[config.mk]
export PLATFORM = sky130hd
export DESIGN_NAME = key_entry
export DESIGN_NICKNAME = d
export VERILOG_FILES = /design/src/rtl/calc_pkg.sv /design/src/rtl/key_debounce.sv /design/src/rtl/key_entry.sv
export SDC_FILE = /design/constraint.sdc
export NUM_CORES = 1
export LEC_CHECK = 0
export CAP_MARGIN = 20
export CORE_MARGIN = 2
export CORE_UTILIZATION = 26
export DETAILED_ROUTE_END_ITERATION = 8
export GPL_TIMING_DRIVEN = 0
export PLACE_DENSITY_LB_ADDON = 0.08
export RECOVER_POWER = 50
export SLEW_MARGIN = 20
export SYNTH_ARGS = -nofsm -noshare
export SYNTH_HDL_FRONTEND = slang
export SYNTH_SLANG_ARGS = --single-unit
[constraint.sdc]
create_clock -name CLOCK_50 -period 1.7 [get_ports CLOCK_50]
set_input_delay 0.255 -clock CLOCK_50 [delete_from_list [all_inputs] [get_ports CLOCK_50]]
set_output_delay 0.255 -clock CLOCK_50 [all_outputs]
set_load 0.02 [all_outputs]
[src/rtl/calc_pkg.sv]
`default_nettype none
// +--------------------------------------------------------------------+
// | calc_pkg : command codes, operator encodings and BCD limits shared  |
// |            by key_entry and the downstream calculator. Rev 1.0      |
// +--------------------------------------------------------------------+
package calc_pkg;

    typedef enum logic [1:0] {
        CMD_NONE   = 2'd0,
        CMD_OPER   = 2'd1,
        CMD_EQUALS = 2'd2,
        CMD_CLEAR  = 2'd3
    } cmd_code_t;

    typedef enum logic [1:0] {
        OP_SUB  = 2'd0,
        OP_ADD  = 2'd1,
        OP_MUL  = 2'd2,
        OP_NONE = 2'd3
    } op_t;

    localparam logic [3:0] c_bcd_max_digit = 4'd9;

endpackage
`default_nettype wire

[src/rtl/key_debounce.sv]
`default_nettype none
// +--------------------------------------------------------------------+
// | key_debounce : 2-flop synchroniser, stability counter and one-cycle |
// |                press pulse for one active-low push-button. Rev 1.0  |
// +--------------------------------------------------------------------+
module key_debounce #(
    parameter int DEBOUNCE_CYCLES = 500000
) (
    input  logic clk,
    input  logic rst_n,
    input  logic key_raw,
    output logic press
);

    localparam int c_cnt_w = (DEBOUNCE_CYCLES > 1) ? $clog2(DEBOUNCE_CYCLES) : 1;
    localparam logic [c_cnt_w-1:0] c_cnt_last = c_cnt_w'(DEBOUNCE_CYCLES - 1);

    logic               r_sync1;
    logic               r_sync2;
    logic               r_level;
    logic [c_cnt_w-1:0] r_cnt;
    logic               r_press;

    always_ff @(posedge clk or negedge rst_n) begin
        if (!rst_n) begin
            r_sync1 <= 1'b1;
            r_sync2 <= 1'b1;
            r_level <= 1'b1;
            r_cnt   <= '0;
            r_press <= 1'b0;
        end else begin
            r_sync1 <= key_raw;
            r_sync2 <= r_sync1;
            r_press <= 1'b0;
            if (r_sync2 != r_level) begin
                if (r_cnt == c_cnt_last) begin
                    r_level <= r_sync2;
                    r_cnt   <= '0;
                    // Level flips to r_sync2, so a press is exactly a flip away from 1.
                    r_press <= r_level;
                end else begin
                    r_cnt <= r_cnt + c_cnt_w'(1);
                end
            end else begin
                r_cnt <= '0;
            end
        end
    end

    assign press = r_press;

endmodule
`default_nettype wire

[src/rtl/key_entry.sv]
`default_nettype none
// +--------------------------------------------------------------------+
// | key_entry : debounced keypad front-end building a BCD operand and   |
// |             issuing one-deep valid/ready calculator commands. Rev 1.0|
// +--------------------------------------------------------------------+
module key_entry
    import calc_pkg::*;
#(
    parameter int DEBOUNCE_CYCLES = 500000,
    parameter int DIGITS          = 6
) (
    input  logic                  CLOCK_50,
    input  logic                  RST_N,
    input  logic [3:0]            KEY,
    input  logic [5:0]            SW,
    output logic                  cmd_valid,
    input  logic                  cmd_ready,
    output logic [1:0]            cmd_code,
    output logic [1:0]            cmd_op,
    output logic [4*DIGITS-1:0]   cmd_operand,
    output logic [4*DIGITS-1:0]   entry_bcd,
    output logic [2:0]            entry_count,
    output logic                  err_pulse
);

    localparam logic [2:0] c_digits = 3'(DIGITS);

    logic [3:0] w_press;
    logic       w_stall;
    logic       w_cmd_press;
    logic       w_digit_ok;

    logic                r_cmd_valid;
    cmd_code_t           r_cmd_code;
    op_t                 r_cmd_op;
    logic [4*DIGITS-1:0] r_cmd_operand;
    logic [4*DIGITS-1:0] r_entry;
    logic [2:0]          r_count;
    logic                r_err;

    generate
        for (genvar i = 0; i < 4; i++) begin : g_key
            key_debounce #(
                .DEBOUNCE_CYCLES(DEBOUNCE_CYCLES)
            ) u_debounce (
                .clk    (CLOCK_50),
                .rst_n  (RST_N),
                .key_raw(KEY[i]),
                .press  (w_press[i])
            );
        end
    endgenerate

    assign w_stall     = r_cmd_valid & ~cmd_ready;
    assign w_cmd_press = |w_press[3:1];
    assign w_digit_ok  = (SW[3:0] <= c_bcd_max_digit) && (r_count < c_digits);

    always_ff @(posedge CLOCK_50 or negedge RST_N) begin
        if (!RST_N) begin
            r_cmd_valid   <= 1'b0;
            r_cmd_code    <= CMD_NONE;
            r_cmd_op      <= OP_SUB;
            r_cmd_operand <= '0;
            r_entry       <= '0;
            r_count       <= '0;
            r_err         <= 1'b0;
        end else begin
            r_err <= 1'b0;
            if (r_cmd_valid && cmd_ready) begin
                r_cmd_valid <= 1'b0;
            end
            // A command key masks KEY[0] in the same cycle without flagging an error.
            if (w_cmd_press) begin
                if (w_stall) begin
                    r_err <= 1'b1;
                end else begin
                    r_cmd_valid <= 1'b1;
                    if (w_press[3]) begin
                        r_cmd_code    <= CMD_CLEAR;
                        r_cmd_op      <= OP_NONE;
                        r_cmd_operand <= '0;
                    end else if (w_press[2]) begin
                        r_cmd_code    <= CMD_EQUALS;
                        r_cmd_op      <= OP_NONE;
                        r_cmd_operand <= r_entry;
                    end else begin
                        r_cmd_code    <= CMD_OPER;
                        r_cmd_op      <= op_t'(SW[5:4]);
                        r_cmd_operand <= r_entry;
                    end
                    r_entry <= '0;
                    r_count <= '0;
                end
            end else if (w_press[0]) begin
                if (w_digit_ok) begin
                    r_entry <= {r_entry[4*DIGITS-5:0], SW[3:0]};
                    r_count <= r_count + 3'd1;
                end else begin
                    r_err <= 1'b1;
                end
            end
        end
    end

    assign cmd_valid   = r_cmd_valid;
    assign cmd_code    = r_cmd_code;
    assign cmd_op      = r_cmd_op;
    assign cmd_operand = r_cmd_operand;
    assign entry_bcd   = r_entry;
    assign entry_count = r_count;
    assign err_pulse   = r_err;

endmodule
`default_nettype wire

==> metrics.cfg <==
[floorplan]
ios = 70
row_count = 59
die_y_um = 165
core_region_area_um2 = 25800
die_w_um = 165
die_area_um2 = 27300
initial_core_util_pct = 26.2

[power]
irDropWorstVdd_uv = 492
combPwrFrac_pct = 3.9
p_clk_share_pct = 48.8
p_int_uw = 5970
swShare_pct = 22.7
powerDensity_nw_per_um2 = 811
p_seq_share_pct = 47.2
p_sw_uw = 1750
p_leak_uw = 0.00391
finalPower_uw = 7720

[route]
routedWlPerCell_um = 15.1
drtIter0Drc = 257
firstDrtPassIters = 4
vias = 5444
vias_per_cell = 4.59
wirelength_um = 17900
drcViolationCount = 0
ant_nets = 0

[setup_path]
worst_setup_path_start_kind = flop
cp_top_family = simple AND/OR/NAND/NOR gates
cp.depth = 6
worstPathMaxFanout = 10
critPathCapture = entry_bcd[19]$_DFFE_PN0P_
end_kind = flop
max_stage_delay_ps = 570
r2r_slack_ps = -100
worst-r2r-cell-count = 6
crit_type = flop to flop
crit_required_ps = 2000
path_cells = or4b_4, a211oi_4, buf_6, buf_12, buf_8, o21ai_1
slowest_stage = or4b_4
critPathBufInv = 3
cp.arrival_ps = 2100
crit_start = g_key[2].u_debounce.press$_DFF_PN0_
reg2reg_to = entry_bcd[19]$_DFFE_PN0P_
reg2reg_from = g_key[2].u_debounce.press$_DFF_PN0_

[yosys]
synth_edf_count = 0
synth_area_um2 = 6760
ys_seq_area_share_pct = 55.4
synth_ff_type = dfrtp_1
synthesis.nets = 693
synth_warnings = 0
ys_seq_elements = 149
synthArstFlopShare_pct = 100
ys_types = 47
synthCells = 675
synth.avg_cell_area_um2 = 10.0

[finish]
n_fill_cell = 2590
diodes = 0
drive_gt1_share_pct = 27.4
fin_nets = 855
area_growth_pct = 40.9
stdcell_area_um2 = 9520

[status]
status = finished with violations
violations = setup timing

[place]
place.gp.congestion = 0.782
dp_hpwl_um = 11400
placed_area_um2 = 7930
io_buffers = 69

[clock_network]
clock_path_buffers = 2
htreeDepth = 4
root_buffer = clkbuf_16
cts_tree = built
cts_buffers = 17
path_clk_slew_ps = 60
clk_latency_ps = 420
cts_num_sinks = 149

[sta]
relSlewSlack_pct = 56.0
fin_crit_sh_pct = 106
skew_ps = 13.4
worstMarginPinSlew_ps = 660
max_freq_ghz = 0.557
final_hold_viol_count = 0
slew_viol_final = 0
hold_slack_ps = 355
setup_violations = 47
rsz0062_at_grt = yes
setup_ws_ps = -96.2
fin_crit_ps = 1800

[global_routing]
grt_max_degree = 85
grt.total_usage_pct = 13.6
grt_overflow = 0
grt_antenna_before_repair = 0
grt_pass1_vias = 5525
grt_pass1_wl_um = 29200

[job]
max_cap_viol_count = 0

[hold_path]
hold_path_class = flop to flop

## registers in the layout (all words and copies together) (netlist names)
register / cells
g_key.u_debounce.r_sync1: 4
err_pulse: 1
cmd_valid: 1
entry_bcd: 24
cmd_code: 2
g_key.u_debounce.r_level: 4
g_key.u_debounce.press: 4
g_key.u_debounce.r_cnt: 76
g_key.u_debounce.r_sync2: 4
cmd_op: 2
cmd_operand: 24
entry_count: 3
## power groups by stage
stage,sequential (uW),clock [uW],combinational [uW]
finish,3650,3770,303
global placement,3710,0,244
detailed placement,3710,0,255
CTS,3650,3890,296
global route,3650,4040,346
floorplan,3710,0,88.2
## how the worst min path moves through the flow
stage	start	to	slack, ps	cells after the start
CTS	KEY[0]	g_key[0].u_debounce.r_sync1$_DFF_PN1_	230	1
finish	g_key[2].u_debounce.r_sync1$_DFF_PN1_	g_key[2].u_debounce.r_sync2$_DFF_PN1_	350	0
global placement	g_key[1].u_debounce.r_sync1$_DFF_PN1_	g_key[1].u_debounce.r_sync2$_DFF_PN1_	350	0
global route	KEY[0]	g_key[0].u_debounce.r_sync1$_DFF_PN1_	360	1
detailed placement	RST_N	cmd_operand[7]$_DFFE_PN0P_	310	1
floorplan	RST_N	cmd_code[0]$_DFFE_PN0P_	-40	0
## layout by cell type (no fill, tap or decap), types with 14 or more instances in the layout
cell type	count
o21ai_0	32
nor4_1	14
clkbuf_16	17
nand3_1	23
dlygate4sd2_1	28
o21ai_1	20
dfrtp_2	17
nor3_1	16
nand2b_1	24
nand4_1	15
nor2_1	68
dfrtp_1	120
xnor2_1	51
buf_6	21
clkdlybuf4s50_1	30
nand2_1	98
buf_4	57
## timing repair
item / in CTS / in global routing
hold endpoints to repair: 80 / 0
setup endpoints to repair: 155 / 139
hold buffers: 1 / 0
resized for setup: 113 / 63
pin swaps: 26 / 23
buffers inserted: 43 / 27
gates cloned: 3 / 2
## layout make-up
class,count,area [um^2],share of cell area [%]
Tap cell,335,419,4.40
Timing Repair Buffer,146,1310,13.8
Clock buffer,21,460,4.84
Buffer,18,153,1.60
Multi-Input combinational cell,492,3240,34.0
Sequential cell,149,3760,39.6
Clock inverter,11,126,1.33
Inverter,13,48.8,0.513
## layer usage
layer | track usage, % | up-vias | share of wire [%]
li1 | - | 2648 | -
met1 | 18.0 | 2716 | 47
met2 | 22.7 | 73 | 50
met3 | 2.80 | 7 | 3.1
met4 | 3.56 | 0 | 0.70
met5 | 0 | - | 0
## cells in the mapped netlist, drive strengths merged (2+ instances only)
library cell,number,share of area (%)
or3,3,0.28
or4b,3,0.44
o31ai,3,0.33
a211oi,2,0.30
nor4b,3,0.39
xor2,11,1.4
dfstp,12,4.7
nand3,27,2.0
o21ai,59,4.4
or4,7,0.94
inv,13,0.72
a21oi,12,0.89
nand3b,4,0.44
nand2,108,6.0
nor3,19,1.4
nand4,18,2.1
nor3b,3,0.33
mux2i,3,0.44
and2,2,0.19
nor2,77,4.3
ha,5,0.93
xnor2,51,6.6
nand2b,25,2.3
buf,10,0.78
and3,4,0.37
or2,4,0.37
o41ai,5,1.5
clkbuf,11,0.61
mux2,4,0.78
dfrtp,137,51
nor4,24,2.3
## cell families after synthesis
| logic type | Yosys count | synth area share [%] |
|---|---|---|
| buffers and inverters | 34 | 2.11 |
| AO/OA/AOI/OAI | 84 | 7.70 |
| multiplexers | 7 | 1.22 |
| AND/OR/NAND/NOR | 334 | 24.6 |
| XOR/XNOR | 62 | 8.04 |
| adder cells (fa/ha/maj) | 5 | 0.926 |
| flip-flops | 149 | 55.4 |
## metrics by stage
stage / utilization [%] / std cells / setup TNS (ps) / worst slack (ps)
after detailed placement: 30.8 / 1080 / -46120 / -655
final: 36.9 / 1185 / -2390 / -96.2
after global routing: 36.9 / 1185 / -8680 / -159
after global placement: 30.7 / 1079 / -910630 / -6000
after CTS: 35.6 / 1158 / -3520 / -147
after floorplan: - / 675 / -705 / -158
Note: power is estimated with default switching activity, not from simulation.
